`src/rtl/viterbi_in_ctrl.sv`:
```
// -----------------------------------------------------------------------------
// viterbi_in_ctrl
//
// Input controller for a Viterbi decoder. It reads a frame of 16-bit
// received words from a word memory and streams each word out as eight
// 2-bit symbol pairs, MSB pair first, to the branch-metric unit. While one
// word is being shifted out, the next word is fetched into a one-entry
// prefetch buffer. This keeps the symbol stream gap-free when the consumer
// never stalls.
//
// Ports
//   clk           system clock; all state changes on the rising edge
//   rst           asynchronous, active-high reset
//   i_start       one-cycle frame request; only looked at in IDLE
//   i_abort       synchronous frame cancel; returns to IDLE, no done pulse
//   i_base_addr   first word address of the frame (latched on start)
//   i_frame_len   number of words in the frame (latched on start)
//   o_mem_rd      word read strobe
//   o_mem_addr    read address, meaningful while o_mem_rd=1
//   i_mem_rdata   read data, valid exactly one cycle after o_mem_rd
//   o_sym_data    current symbol pair (shift_reg[15:14])
//   o_sym_valid   symbol pair available
//   i_sym_ready   consumer accepts the symbol pair
//   o_busy        high from the cycle after an accepted start until DONE exits
//   o_done        one-cycle completion pulse
//   o_sym_cnt     symbol pairs transferred in the current/last frame
//   o_state       FSM state, for observation only
//
// Symbol handshake: a pair transfers on a rising edge where o_sym_valid and
// i_sym_ready are both high. Once o_sym_valid is raised, o_sym_valid and
// o_sym_data hold steady until that transfer happens. The only exceptions
// are abort and reset, which withdraw the symbol.
// -----------------------------------------------------------------------------
module viterbi_in_ctrl #(
    parameter int ADDR_W = 10
) (
    input  logic              clk,
    input  logic              rst,
    input  logic              i_start,
    input  logic              i_abort,
    input  logic [ADDR_W-1:0] i_base_addr,
    input  logic [ADDR_W:0]   i_frame_len,
    output logic              o_mem_rd,
    output logic [ADDR_W-1:0] o_mem_addr,
    input  logic [15:0]       i_mem_rdata,
    output logic [1:0]        o_sym_data,
    output logic              o_sym_valid,
    input  logic              i_sym_ready,
    output logic              o_busy,
    output logic              o_done,
    output logic [ADDR_W+3:0] o_sym_cnt,
    output logic [2:0]        o_state
);

    typedef enum logic [2:0] {
        S_IDLE  = 3'd0,
        S_FETCH = 3'd1,
        S_WAIT  = 3'd2,
        S_SHIFT = 3'd3,
        S_DONE  = 3'd4
    } state_t;

    localparam logic [ADDR_W-1:0] ADDR_ONE = {{(ADDR_W-1){1'b0}}, 1'b1};
    localparam logic [ADDR_W:0]   LEN_ONE  = {{ADDR_W{1'b0}}, 1'b1};
    localparam logic [ADDR_W+3:0] CNT_ONE  = {{(ADDR_W+3){1'b0}}, 1'b1};
    localparam logic [2:0]        LAST_PAIR = 3'd7;

    // Control state
    state_t            r_state;
    logic [ADDR_W-1:0] r_next_addr;   // address of the next word to read
    logic [ADDR_W:0]   r_words_left;  // words of the frame not yet read
    logic [15:0]       r_shift;       // word currently being shifted out
    logic [2:0]        r_pair;        // index of the pair at r_shift[15:14]
    logic [15:0]       r_pf_buf;      // prefetched next word
    logic              r_pf_valid;    // r_pf_buf holds an unconsumed word
    logic              r_pf_cap;      // prefetch data arrives this cycle

    // Registered outputs
    logic              r_mem_rd;
    logic [ADDR_W-1:0] r_mem_addr;
    logic              r_sym_valid;
    logic              r_busy;
    logic              r_done;
    logic [ADDR_W+3:0] r_sym_cnt;

    // Combinational helpers
    logic w_hs;          // symbol transfer on this edge
    logic w_last_pair;   // the pair on offer is the last of its word
    logic w_more_words;  // frame still has unread words
    logic w_word_end;    // pair 7 transfers on this edge
    logic w_pf_issue;    // start a prefetch read in the next cycle

    assign w_hs         = r_sym_valid & i_sym_ready;
    assign w_last_pair  = (r_pair == LAST_PAIR);
    assign w_more_words = (r_words_left != '0);
    assign w_word_end   = w_hs & w_last_pair;

    // At most one read is in flight, and the buffer holds only one word.
    // At the end of a word with an empty buffer, the FETCH path issues the
    // read instead, so prefetch stands aside in that case.
    assign w_pf_issue = (r_state == S_SHIFT) && w_more_words && !r_pf_valid &&
                        !r_mem_rd && !r_pf_cap && !w_word_end;

    always_ff @(posedge clk or posedge rst) begin
        if (rst) begin
            r_state      <= S_IDLE;
            r_next_addr  <= '0;
            r_words_left <= '0;
            r_shift      <= '0;
            r_pair       <= '0;
            r_pf_buf     <= '0;
            r_pf_valid   <= 1'b0;
            r_pf_cap     <= 1'b0;
            r_mem_rd     <= 1'b0;
            r_mem_addr   <= '0;
            r_sym_valid  <= 1'b0;
            r_busy       <= 1'b0;
            r_done       <= 1'b0;
            r_sym_cnt    <= '0;
        end else begin
            r_done <= 1'b0;

            // A transfer is counted even when abort arrives with it.
            if (w_hs) begin
                r_sym_cnt <= r_sym_cnt + CNT_ONE;
            end

            if (i_abort) begin
                r_state     <= S_IDLE;
                r_mem_rd    <= 1'b0;
                r_sym_valid <= 1'b0;
                r_pf_valid  <= 1'b0;
                r_pf_cap    <= 1'b0;
                r_busy      <= 1'b0;
            end else begin
                case (r_state)
                    S_IDLE: begin
                        if (i_start) begin
                            r_busy    <= 1'b1;
                            r_sym_cnt <= '0;
                            if (i_frame_len == '0) begin
                                // Empty frame: finish without touching memory.
                                r_state <= S_DONE;
                                r_done  <= 1'b1;
                            end else begin
                                r_state      <= S_FETCH;
                                r_mem_rd     <= 1'b1;
                                r_mem_addr   <= i_base_addr;
                                r_next_addr  <= i_base_addr + ADDR_ONE;
                                r_words_left <= i_frame_len - LEN_ONE;
                            end
                        end
                    end

                    S_FETCH: begin
                        // The read strobe is high for this single cycle.
                        r_mem_rd <= 1'b0;
                        r_pf_cap <= 1'b0;
                        r_state  <= S_WAIT;
                    end

                    S_WAIT: begin
                        r_shift     <= i_mem_rdata;
                        r_pair      <= '0;
                        r_sym_valid <= 1'b1;
                        r_state     <= S_SHIFT;
                    end

                    S_SHIFT: begin
                        // Any read seen in SHIFT is a prefetch. Its data
                        // lands one cycle later.
                        r_pf_cap <= r_mem_rd;
                        if (r_pf_cap) begin
                            r_pf_buf   <= i_mem_rdata;
                            r_pf_valid <= 1'b1;
                        end

                        if (w_pf_issue) begin
                            r_mem_rd     <= 1'b1;
                            r_mem_addr   <= r_next_addr;
                            r_next_addr  <= r_next_addr + ADDR_ONE;
                            r_words_left <= r_words_left - LEN_ONE;
                        end else begin
                            r_mem_rd <= 1'b0;
                        end

                        if (w_hs) begin
                            if (w_last_pair) begin
                                if (r_pf_valid) begin
                                    // Next word is ready: no bubble.
                                    r_shift    <= r_pf_buf;
                                    r_pf_valid <= 1'b0;
                                    r_pair     <= '0;
                                end else if (w_more_words) begin
                                    r_sym_valid  <= 1'b0;
                                    r_state      <= S_FETCH;
                                    r_mem_rd     <= 1'b1;
                                    r_mem_addr   <= r_next_addr;
                                    r_next_addr  <= r_next_addr + ADDR_ONE;
                                    r_words_left <= r_words_left - LEN_ONE;
                                end else begin
                                    r_sym_valid <= 1'b0;
                                    r_state     <= S_DONE;
                                    r_done      <= 1'b1;
                                end
                            end else begin
                                r_shift <= {r_shift[13:0], 2'b00};
                                r_pair  <= r_pair + 3'd1;
                            end
                        end
                    end

                    S_DONE: begin
                        r_busy  <= 1'b0;
                        r_state <= S_IDLE;
                    end

                    default: begin
                        r_state <= S_IDLE;
                    end
                endcase
            end
        end
    end

    assign o_mem_rd    = r_mem_rd;
    assign o_mem_addr  = r_mem_addr;
    assign o_sym_data  = r_shift[15:14];
    assign o_sym_valid = r_sym_valid;
    assign o_busy      = r_busy;
    assign o_done      = r_done;
    assign o_sym_cnt   = r_sym_cnt;
    assign o_state     = r_state;

endmodule

```
`config.mk`:
```
export PLATFORM = sky130hd
export DESIGN_NAME = viterbi_in_ctrl
export DESIGN_NICKNAME = d
export VERILOG_FILES = /design/src/rtl/viterbi_in_ctrl.sv
export SDC_FILE = /design/constraint.sdc
export NUM_CORES = 1
export LEC_CHECK = 0
export CORE_MARGIN = 2
export CORE_UTILIZATION = 55
export DETAILED_ROUTE_END_ITERATION = 10
export GPL_TIMING_DRIVEN = 1
export PLACE_DENSITY = 0.81
export SYNTH_ARGS = -nofsm -noshare
export SYNTH_HDL_FRONTEND = slang
export SYNTH_SLANG_ARGS = --single-unit
```
`constraint.sdc`:
```
create_clock -name clk -period 5 [get_ports clk]
set_input_delay 1.5 -clock clk [delete_from_list [all_inputs] [get_ports clk]]
set_output_delay 1.5 -clock clk [all_outputs]
set_load 0.01 [all_outputs]
```
==> impl_metrics.toml, run 1 <==
[outcome]
run_status = "finished, final reports clean"

[power_and_ir_drop]
powerDensity_nw_per_um2 = 332
design_power_total_uw = 1960
p_leak_uw = 0.00244
vdd_drop_max_v = 0.000224

[logic_synthesis]
synth_area_um2 = 4850
post_synth_inst_count = 511
synth-async-reset-ratio_pct = 100
fraction_of_the_yosys_area_taken_by_sequential_cells_pct = 45.9
area_leader_netlist = "sky130_fd_sc_hd__dfrtp_1"
area_share_of_the_largest_cell_type_after_synthesis_pct = 45.9
mean_instance_size_in_the_synthesized_netlist_um2 = 9.49
top_post_synthesis_cells_by_area = "sky130_fd_sc_hd__dfrtp_1 46%, sky130_fd_sc_hd__nor2_1 3.9%, sky130_fd_sc_hd__mux2_2 3.7%"
ys_seq_elements = 89
synthFlopType = "sky130_fd_sc_hd__dfrtp_1"
synth.net_count = 560
synth_warnings = 0
synth_enable_flop_cells = 0
synth.lib_cells_used.distinct = 58

[clock_tree]
cell_at_the_root_of_the_clock_tree = "sky130_fd_sc_hd__clkbuf_8"
cts_hold_repair.buffers = 0
tritoncts.num_buffers = 9
tritoncts = "yes"
longest_clk_path_bufs = 2
clkSinkCount = 89
clock_pin_slew_of_the_registers_on_the_worst_case_setup_and_hold_paths_ns = 0.09
cts_repair_resize_count = 0
ctsHtreeMaxLevel = 3
clock_latency_ns = 0.36
post-cts-setup-buffers = 0

[global_routing]
first_pass_grt_wire_length_mm = 19.1
grt_usage_pct = 24.3
largest_net_degree_at_the_start_of_global_routing = 61
global_route.overflow_total = 0
via_count_of_the_first_global_routing_pass = 3984
antenna_found_initial = 0

[worst_setup_path]
crit_required_ns = 5.26
endpoint_type_of_the_worst_setup_path = "register"
critical_path_arrival_ns = 4.28
timing_worst_setup_path_type = "in2reg"
crit_path_start_kind = "input port"
r2r_slack_ns = 1.84
timing.critical_path.fanout_max = 12
r2r.worst_path.cells = 7

[floorplanning]
row_count = 34
design.portCount = 75
floorplan.core_area_um2 = 8640
dieArea_um2 = 9580
initial_core_util_pct = 56.2
die_height_um = 97.9
fp.dieW_um = 97.9

[cells_and_area]
design.final.nets = 623
final_layout_size_suffix_gt1_share_pct = 7.77
flow.area_growth_from_synthesis_pct = 21.9
utilization_after_layout_pct = 68.4
commonest_non_fill_non_tap_cells_in_the_layout = "89 x sky130_fd_sc_hd__dfrtp_1, 74 x sky130_fd_sc_hd__clkdlybuf4s50_1, 51 x sky130_fd_sc_hd__nor2_1"
diodes = 0
layout.cells.most_common = "sky130_fd_sc_hd__dfrtp_1"

[timing]
fin_tns_setup_ns = 0
setup_viol = 0
fin_crit_sh_pct = 80.4
final-max-slew-violation-count = 0
max_slew.worst_pin.slew_ns = 1.14
slew-limit-headroom_pct = 24.1
hold_viol = 0
final.setup_skew_ns = 0.00999
maxClockFrequency_ghz = 0.249
finalWorstSetupSlack_ns = 0.979
rsz0062_at_grt = "no"
post-route-min-period_ns = 4.02

[placement]
hpwl_mm = 7.99
placement.io_buffers = 74
place_ws_ns = 0.626
routabilityCongestion = 0.844

[run]
maxCapViolations = 0

[detailed_routing]
routed-via-count = 4252
route.antenna.remaining_nets = 0
route.detailed.wl_per_inst_um = 16.8
detail_route.drc_violations = 0
first_iter_violations = 298
drt_pre_antenna_iters = 4
drt_wl_total_mm = 11.5
vias_per_cell = 6.19

[hold_path]
hold_path.class = "reg2reg"
hold_path_depth = 2
-- metal layers --
layer	track usage, %	vias to the layer above	share of wire (%)
li1	-	2010	-
met1	35.1	2066	46
met2	36.8	152	46
met3	4.51	24	5.8
met4	9.19	0	2.0
met5	0	-	0
-- stage by stage --
stage                     instance area [µm²]  hold slack, ns  std cells
after floorplan                          4850           0.449        511
after global placement                   5660           0.461        671
after detailed placement                 5660           0.470        671
after CTS                                5910           0.490        687
after global routing                     5910           0.523        687
final                                    5910           0.484        687
-- Yosys cell counts (all sizes together), types with 5 or more instances --
library cell / count
nor2: 52
a21oi: 33
a2bb2oi: 5
a311oi: 6
o22a: 5
o31ai: 6
xnor2: 14
nand3: 14
buf: 11
nor4: 6
mux2: 16
nand2: 43
ha: 7
nand4: 9
a31oi: 6
mux2i: 14
a211oi: 7
o22ai: 8
dfrtp: 89
nor3: 11
o21ai: 34
and4: 6
clkbuf: 19
and3: 6
inv: 14
a22o: 11
xor2: 10
-- flip-flops by register name, summed over array words and instances, names as in the netlist --
signal,cells
o_done,1
o_mem_rd,1
r_shift,16
o_mem_addr,10
r_pair,3
o_busy,1
o_sym_valid,1
o_state,3
r_pf_valid,1
r_words_left,11
r_pf_cap,1
r_next_addr,10
r_pf_buf,16
o_sym_cnt,14
-- power breakdown --
part / switching, µW / leakage [µW] / internal, µW
clock network: 262 / 0.000119 / 347
logic: 201 / 0.00118 / 213
registers: 104 / 0.00114 / 835
total: 567 / 0.00244 / 1400
-- critical path, stage by stage --
cell                              delay, ns
sky130_fd_sc_hd__clkdlybuf4s50_1       0.43
sky130_fd_sc_hd__inv_1                 0.09
sky130_fd_sc_hd__ha_1                  0.21
sky130_fd_sc_hd__or4b_1                0.57
sky130_fd_sc_hd__or4_1                 0.64
sky130_fd_sc_hd__a21oi_4               0.31
sky130_fd_sc_hd__buf_4                 0.24
sky130_fd_sc_hd__a21oi_1               0.06
sky130_fd_sc_hd__o211a_1               0.24
-- kinds of logic after synthesis --
group	Yosys count	share of synthesized area, %
and+or+nand+nor	168	16.9
AOI/OAI and AO/OA	149	20.7
DFF	89	45.9
buffers and inverters	44	3.74
muxes	30	6.60
xor gates and xnor gates	24	4.33
adders and majority gates	7	1.81
-- layout make-up --
type	count	area, µm²
Inverter	14	53.8
Tap cell	108	135
Sequential cell	89	2230
Clock inverter	6	114
Fill cell	668	2730
Timing Repair Buffer	82	801
Clock buffer	10	138
Multi-Input combinational cell	378	2440
-- final timing paths --
check,from,to
max,i_frame_len[0],r_next_addr[6]
min,r_shift[5],r_shift[5]
max reg2reg,r_pair[0],o_mem_rd
min reg2reg,r_shift[5],r_shift[5]
max in group asynchronous,rst,r_shift[11]
min in group asynchronous,rst,o_sym_cnt[4]
No activity file was read; power rests on OpenSTA's default activity.
==> inputs of run 2 (changes only) <==
- CORE_UTILIZATION: 55 -> 49
- PLACE_DENSITY: 0.81 -> 0.77
- clock period: 5 -> 3.55 ns (I/O delays scaled with it)
==> run 2 against run 1 <==
  * Utilization decreased by 6.2 points
  * Critical path depth decreased by 1
  * Final cell count increased by 6.1%
  * Power increased by 33%
  * First-iteration DRC count decreased by 17%
  * Count of clock-buffer cells in the layout decreased by 1
  * Global-route usage decreased by 1.5 points
  * Combinational power increased by 45%
  * Critical endpoint is now r_next_addr[5]
==> impl_metrics.toml, run 2 (synthesis gave the netlist of run 1 again) <==
[hold_path]
hold_path.class = "reg2reg"
startpoint_of_the_tightest_hold_check_path = "r_shift[7]"
holdPathEnd = "r_shift[7]"
hold_path_depth = 2

[power_and_ir_drop]
vdd_drop_max_v = 0.000205
design_power_total_uw = 2600
powerDensity_nw_per_um2 = 431
p_leak_uw = 0.00250

[timing]
final-max-slew-violation-count = 0
slew-limit-headroom_pct = 35.8
setup_viol = 0
maxClockFrequency_ghz = 0.313
fin_tns_setup_ns = 0
post-route-min-period_ns = 3.20
max_slew.worst_pin.slew_ns = 0.963
rsz0062_at_grt = "no"
hold_viol = 0
final.setup_skew_ns = 0.00711
fin_crit_sh_pct = 90.1

[floorplanning]
die_height_um = 103
initial_core_util_pct = 50.1
row_count = 36
dieArea_um2 = 10700
design.portCount = 75
floorplan.core_area_um2 = 9680
fp.dieW_um = 103

[clock_tree]
tritoncts.num_buffers = 9
cell_at_the_root_of_the_clock_tree = "sky130_fd_sc_hd__clkbuf_8"
cts_repair_resize_count = 0
clkSinkCount = 89
tritoncts = "yes"
ctsHtreeMaxLevel = 3
post-cts-setup-buffers = 0
cts_hold_repair.buffers = 0
clock_latency_ns = 0.36
clock_pin_slew_of_the_registers_on_the_worst_case_setup_and_hold_paths_ns = 0.10
longest_clk_path_bufs = 2

[cells_and_area]
stdcell_count = 729
fill_cell_count = 826
diodes = 0
multi_input_area_um2 = 2440
design.final.nets = 640
final_layout_size_suffix_gt1_share_pct = 10.4
utilization_after_layout_pct = 62.2
layout.cells.most_common = "sky130_fd_sc_hd__dfrtp_1"
ff_latch_area_um2 = 2230
flow.area_growth_from_synthesis_pct = 24.3
commonest_non_fill_non_tap_cells_in_the_layout = "89 x sky130_fd_sc_hd__dfrtp_1, 74 x sky130_fd_sc_hd__clkdlybuf4s50_1, 51 x sky130_fd_sc_hd__nor2_1"

[worst_setup_path]
endpoint_type_of_the_worst_setup_path = "register"
critical_path_arrival_ns = 3.45
crit_path_start_kind = "input port"
timing.critical_path.fanout_max = 4
timing.rr.end = "r_words_left[7]"
crit_required_ns = 3.80
worst_r2r_startpoint = "r_words_left[0]"
timing_worst_setup_path_type = "in2reg"
r2r_slack_ns = 0.89
r2r.worst_path.cells = 8

[placement]
placement.io_buffers = 74
placedCellCount = 713
hpwl_mm = 8.40
routabilityCongestion = 0.926

[outcome]
run_status = "finished, final reports clean"

[detailed_routing]
drt_pre_antenna_iters = 5
route.detailed.wl_per_inst_um = 16.3
first_iter_violations = 248
detail_route.drc_violations = 0
vias_per_cell = 5.89
routed-via-count = 4292
route.antenna.remaining_nets = 0
drt_wl_total_mm = 11.9

[global_routing]
antenna_found_initial = 0
via_count_of_the_first_global_routing_pass = 3986
global_route.overflow_total = 0
grt_usage_pct = 22.8
first_pass_grt_wire_length_mm = 19.2
largest_net_degree_at_the_start_of_global_routing = 53

[run]
maxCapViolations = 0
## run 2: cell types whose count changed in the layout (fill, tap and decap cells not counted), sizes merged
cell,delta
buf,+17
bufinv,-3
inv,+3
clkinv,+1
clkbuf,-1
## run 2: worst max path at each step
stage	startpoint	to	slack, ns	cells after the start
after CTS	i_frame_len[0]	r_next_addr[5]	0.37	8
after floorplan	rst	o_busy	0.18	1
after detailed placement	i_frame_len[0]	r_next_addr[5]	-0.02	8
final	i_frame_len[0]	r_next_addr[5]	0.35	8
after global placement	i_frame_len[0]	r_next_addr[5]	0.08	8
after global routing	i_frame_len[0]	r_next_addr[5]	0.25	8
## run 2: cell type report
| cell class | count | area share [%] |
|---|---|---|
| well taps | 133 | 2.76 |
| inverters | 14 | 0.893 |
| flip-flops and latches | 89 | 37.0 |
| multi-input cells | 378 | 40.5 |
| repair buffers | 99 | 15.8 |
| clock buffers | 9 | 2.06 |
| clock inverters | 7 | 0.997 |
## run 2: metrics by stage
| step | setup WS [ns] | hold WS [ns] | cell area, µm² |
|---|---|---|---|
| 3_3_place_gp | 0.0779 | 0.460 | 5840 |
| 3_5_place_dp | -0.0219 | 0.471 | 5840 |
| 6_report | 0.353 | 0.484 | 6030 |
| 4_1_cts | 0.372 | 0.492 | 6030 |
| 5_1_grt | 0.245 | 0.519 | 6030 |
| 2_1_floorplan | 0.178 | 0.449 | 4850 |
## run 2: critical path, stage by stage
cell,delay [ns]
sky130_fd_sc_hd__clkdlybuf4s50_1,0.44
sky130_fd_sc_hd__inv_1,0.10
sky130_fd_sc_hd__ha_1,0.17
sky130_fd_sc_hd__or4b_1,0.53
sky130_fd_sc_hd__or4_1,0.51
sky130_fd_sc_hd__a21oi_4,0.21
sky130_fd_sc_hd__nor2_2,0.10
sky130_fd_sc_hd__a221o_1,0.33
## run 2: routing by layer
metal  track usage, %  share of wire [%]
met4             7.79                1.7
met5                0                  0
met2             36.7                 47
met3             3.36                5.4
met1             31.7                 46
## run 2: power breakdown
| part | switching [µW] | internal (µW) | leakage (µW) | total [µW] |
|---|---|---|---|---|
| registers | 149 | 1180 | 0.00114 | 1330 |
| clock network | 408 | 268 | 0.0000901 | 676 |
| logic | 286 | 313 | 0.00127 | 599 |
==> RTL edit (flow settings as in run 1) <==
Reset style: synchronous (`rst`), changed in one clocked block. Comments in the files are not updated.
--- a/src/rtl/viterbi_in_ctrl.sv
+++ b/src/rtl/viterbi_in_ctrl.sv
@@ -101,7 +101,7 @@
     assign w_pf_issue = (r_state == S_SHIFT) && w_more_words && !r_pf_valid &&
                         !r_mem_rd && !r_pf_cap && !w_word_end;
 
-    always_ff @(posedge clk or posedge rst) begin
+    always_ff @(posedge clk) begin
         if (rst) begin
             r_state      <= S_IDLE;
             r_next_addr  <= '0;
Function: differs if rst is asserted again (counterexample within 4 cycles, from zero or initial values and one cycle with rst high); with rst held inactive, the same outputs for 4 cycles.
==> RTL edit against run 1 <==
Sequential share of layout area fell by 7.1 points. Worst setup slack improved by 630 ps. Sequential cell count unchanged. Synthesized area up 1.5%. Critical path depth shrank 4. Routed wire length up 5.5%. Final area down 1.3%. Global-route usage rose by 1.2 points.
Power is not compared: it rests on default switching activity, and its combinational part moved more than twofold at a synthesized area within 25%.
==> RTL edit: results (changes against run 1) <==
cp.arrival_ps: 3680  # was 4280 ps
synth_common_cells: "dfxtp_1 (89), nand2_1 (81), a21oi_1 (58), nand3_1 (41), nor2_1 (40)"  # was dfrtp_1 (89), nor2_1 (51), nand2_1 (43), a21oi_1 (32), o21ai_0 (32)
grt_usage_pct: 25.5  # was 24.3%
reg2regPathDepth: 8  # was 7
reg2reg_from: "r_pair[0]"  # unchanged
viasPerCell: 6.16  # was 6.19
cp_max_fo: 21  # was 12
crit_slowest_cell: "clkdlybuf4s50_1"  # was or4_1
gp_congestion: 0.962  # was 0.844
setup_viol: 0  # unchanged
post_cts_resize_count: 0  # unchanged
grt_pass1_vias: 4345  # was 3,984
clk_latency_ps: 370
hpwl_um: 8230  # was 7990 um
r2r_setup_slack_ps: 2400  # was 1840 ps
grt_max_degree: 72  # was 61
min_path_type: "flip-flop to flip-flop"  # unchanged
synth.area.mux_share_pct: 3.46  # was 6.60%
worst_pin_slew_ps: 884  # was 1140 ps
ys_top_cells_by_area: "dfxtp_1 (36%), nand2_1 (6.2%), a21oi_1 (5.9%), nand3_1 (4.2%), mux2i_1 (3.5%)"  # was dfrtp_1 (46%), nor2_1 (3.9%), mux2_2 (3.7%), nand2_1 (3.3%), a21oi_1 (3.3%)
root_buffer: "clkbuf_8"  # unchanged
ys_async_sr_fraction_pct: 0  # was 100%
first_iter_violations: 284  # was 298
synthFlopType: "dfxtp_1"  # was dfrtp_1
yosys_warnings: 0  # unchanged
portBuffers: 74  # unchanged
outcome: "finished clean"  # unchanged
p_leak_nw: 1.92
cts_buffer_depth: 2  # unchanged
layout.nets: 696  # was 623
fin_hold_ws_ps: 457  # was 484 ps
synth_xor_xnor_area_share_pct: 4.98  # was 4.33%
cts_buffers: 9  # unchanged
syn_nets: 648  # was 560
worstReg2RegEnd: "r_pair[0]"  # was o_mem_rd
synth-compound-area-share_pct: 20.2  # was 20.7%
final_layout_size_suffix_gt1_share_pct: 8.44  # was 7.77%
crit_family: "simple AND/OR/NAND/NOR gates"  # unchanged
drt_wl_total_um: 12200  # was 11,500 um
seq_area_frac_synth_pct: 36.2  # was 45.9%
place_area_sq_mm: 0.00560  # was 0.00566 sq mm
hold_start: "r_pf_buf[4]"  # was r_shift[5]
vdd_ir_drop_max_mv: 0.183
fillCellCount: 724  # was 668
min_to: "r_pf_buf[4]"  # was r_shift[5]
post_cts_buffers: 0  # unchanged
cp_slowest_stage_delay_ps: 660  # was 640 ps
fin_skew_ps: 8.31  # was 9.99 ps
path_clk_slew_ps: 80
synth_fa_ha_area_share_pct: 1.78  # was 1.81%
synth_cell_types: 71  # was 58
detail_route.first_pass.iterations: 5  # was 4
antenna_found_initial: 0  # unchanged
holdPathStages: 2  # unchanged
grt_pass1_wl_um: 20400  # was 19,100 um
## RTL edit: layout make-up
| cell class | instances | area [sq um] | share of cell area (%) |
|---|---|---|---|
| Timing Repair Buffer | 79 | 773 | 13.3 |
| Inverter | 13 | 48.8 | 0.837 |
| Tap cell | 108 | 135 | 2.32 |
| Clock inverter | 5 | 87.6 | 1.50 |
| Sequential cell | 89 | 1780 | 30.6 |
| Clock buffer | 11 | 141 | 2.42 |
| Multi-Input combinational cell | 455 | 2860 | 49.1 |
## RTL edit: cell families (layout without fill, tap and decap cells)
group,count (synthesis),count (layout)
mux,17,17
fa+ha+maj,7,7
xor+xnor,28,28
simple gates,255,255
flops,89,89
compound gates,148,148
buf+inv,55,108
## RTL edit: routing by layer
layer / global-route usage (%) / vias to the layer above / part of all wire [%]
li1: - / 2270 / -
met1: 31.9 / 2205 / 44
met2: 42.4 / 177 / 47
met3: 5.46 / 29 / 6.2
met4: 11.2 / 0 / 2.7
met5: 0 / - / 0
## RTL edit: where the power goes
part | total, mW | switching, mW | internal [mW]
registers | 0.750 | 0.0225 | 0.728
logic | 0.205 | 0.111 | 0.0937
clock network | 0.565 | 0.265 | 0.300
total | 1.52 | 0.399 | 1.12
## RTL edit: worst max-delay path by stage
stage | cells past startpoint | slack (ps) | to | from
5_1_grt | 8 | 1470 | r_next_addr[6] | i_frame_len[0]
3_5_place_dp | 5 | 1250 | r_next_addr[5] | i_abort
2_1_floorplan | 8 | 2000 | r_next_addr[6] | i_frame_len[0]
3_3_place_gp | 5 | 1300 | r_next_addr[5] | i_abort
6_report | 5 | 1610 | r_next_addr[5] | i_abort
4_1_cts | 5 | 1640 | r_next_addr[5] | i_abort
## RTL edit: worst min-delay path, cell delays in order, from the launching register on
cell and delay [ps]:
dfxtp_1 310, nand2_1 50, a21oi_1 50
## RTL edit: stage by stage
step | std cells | worst slack [ps] | util [%]
CTS | 760 | 1640 | 66.9
finish | 760 | 1610 | 66.9
global placement | 744 | 1300 | 64.2
global route | 760 | 1470 | 66.9
detailed placement | 744 | 1250 | 64.2
floorplan | 599 | 2000 | -
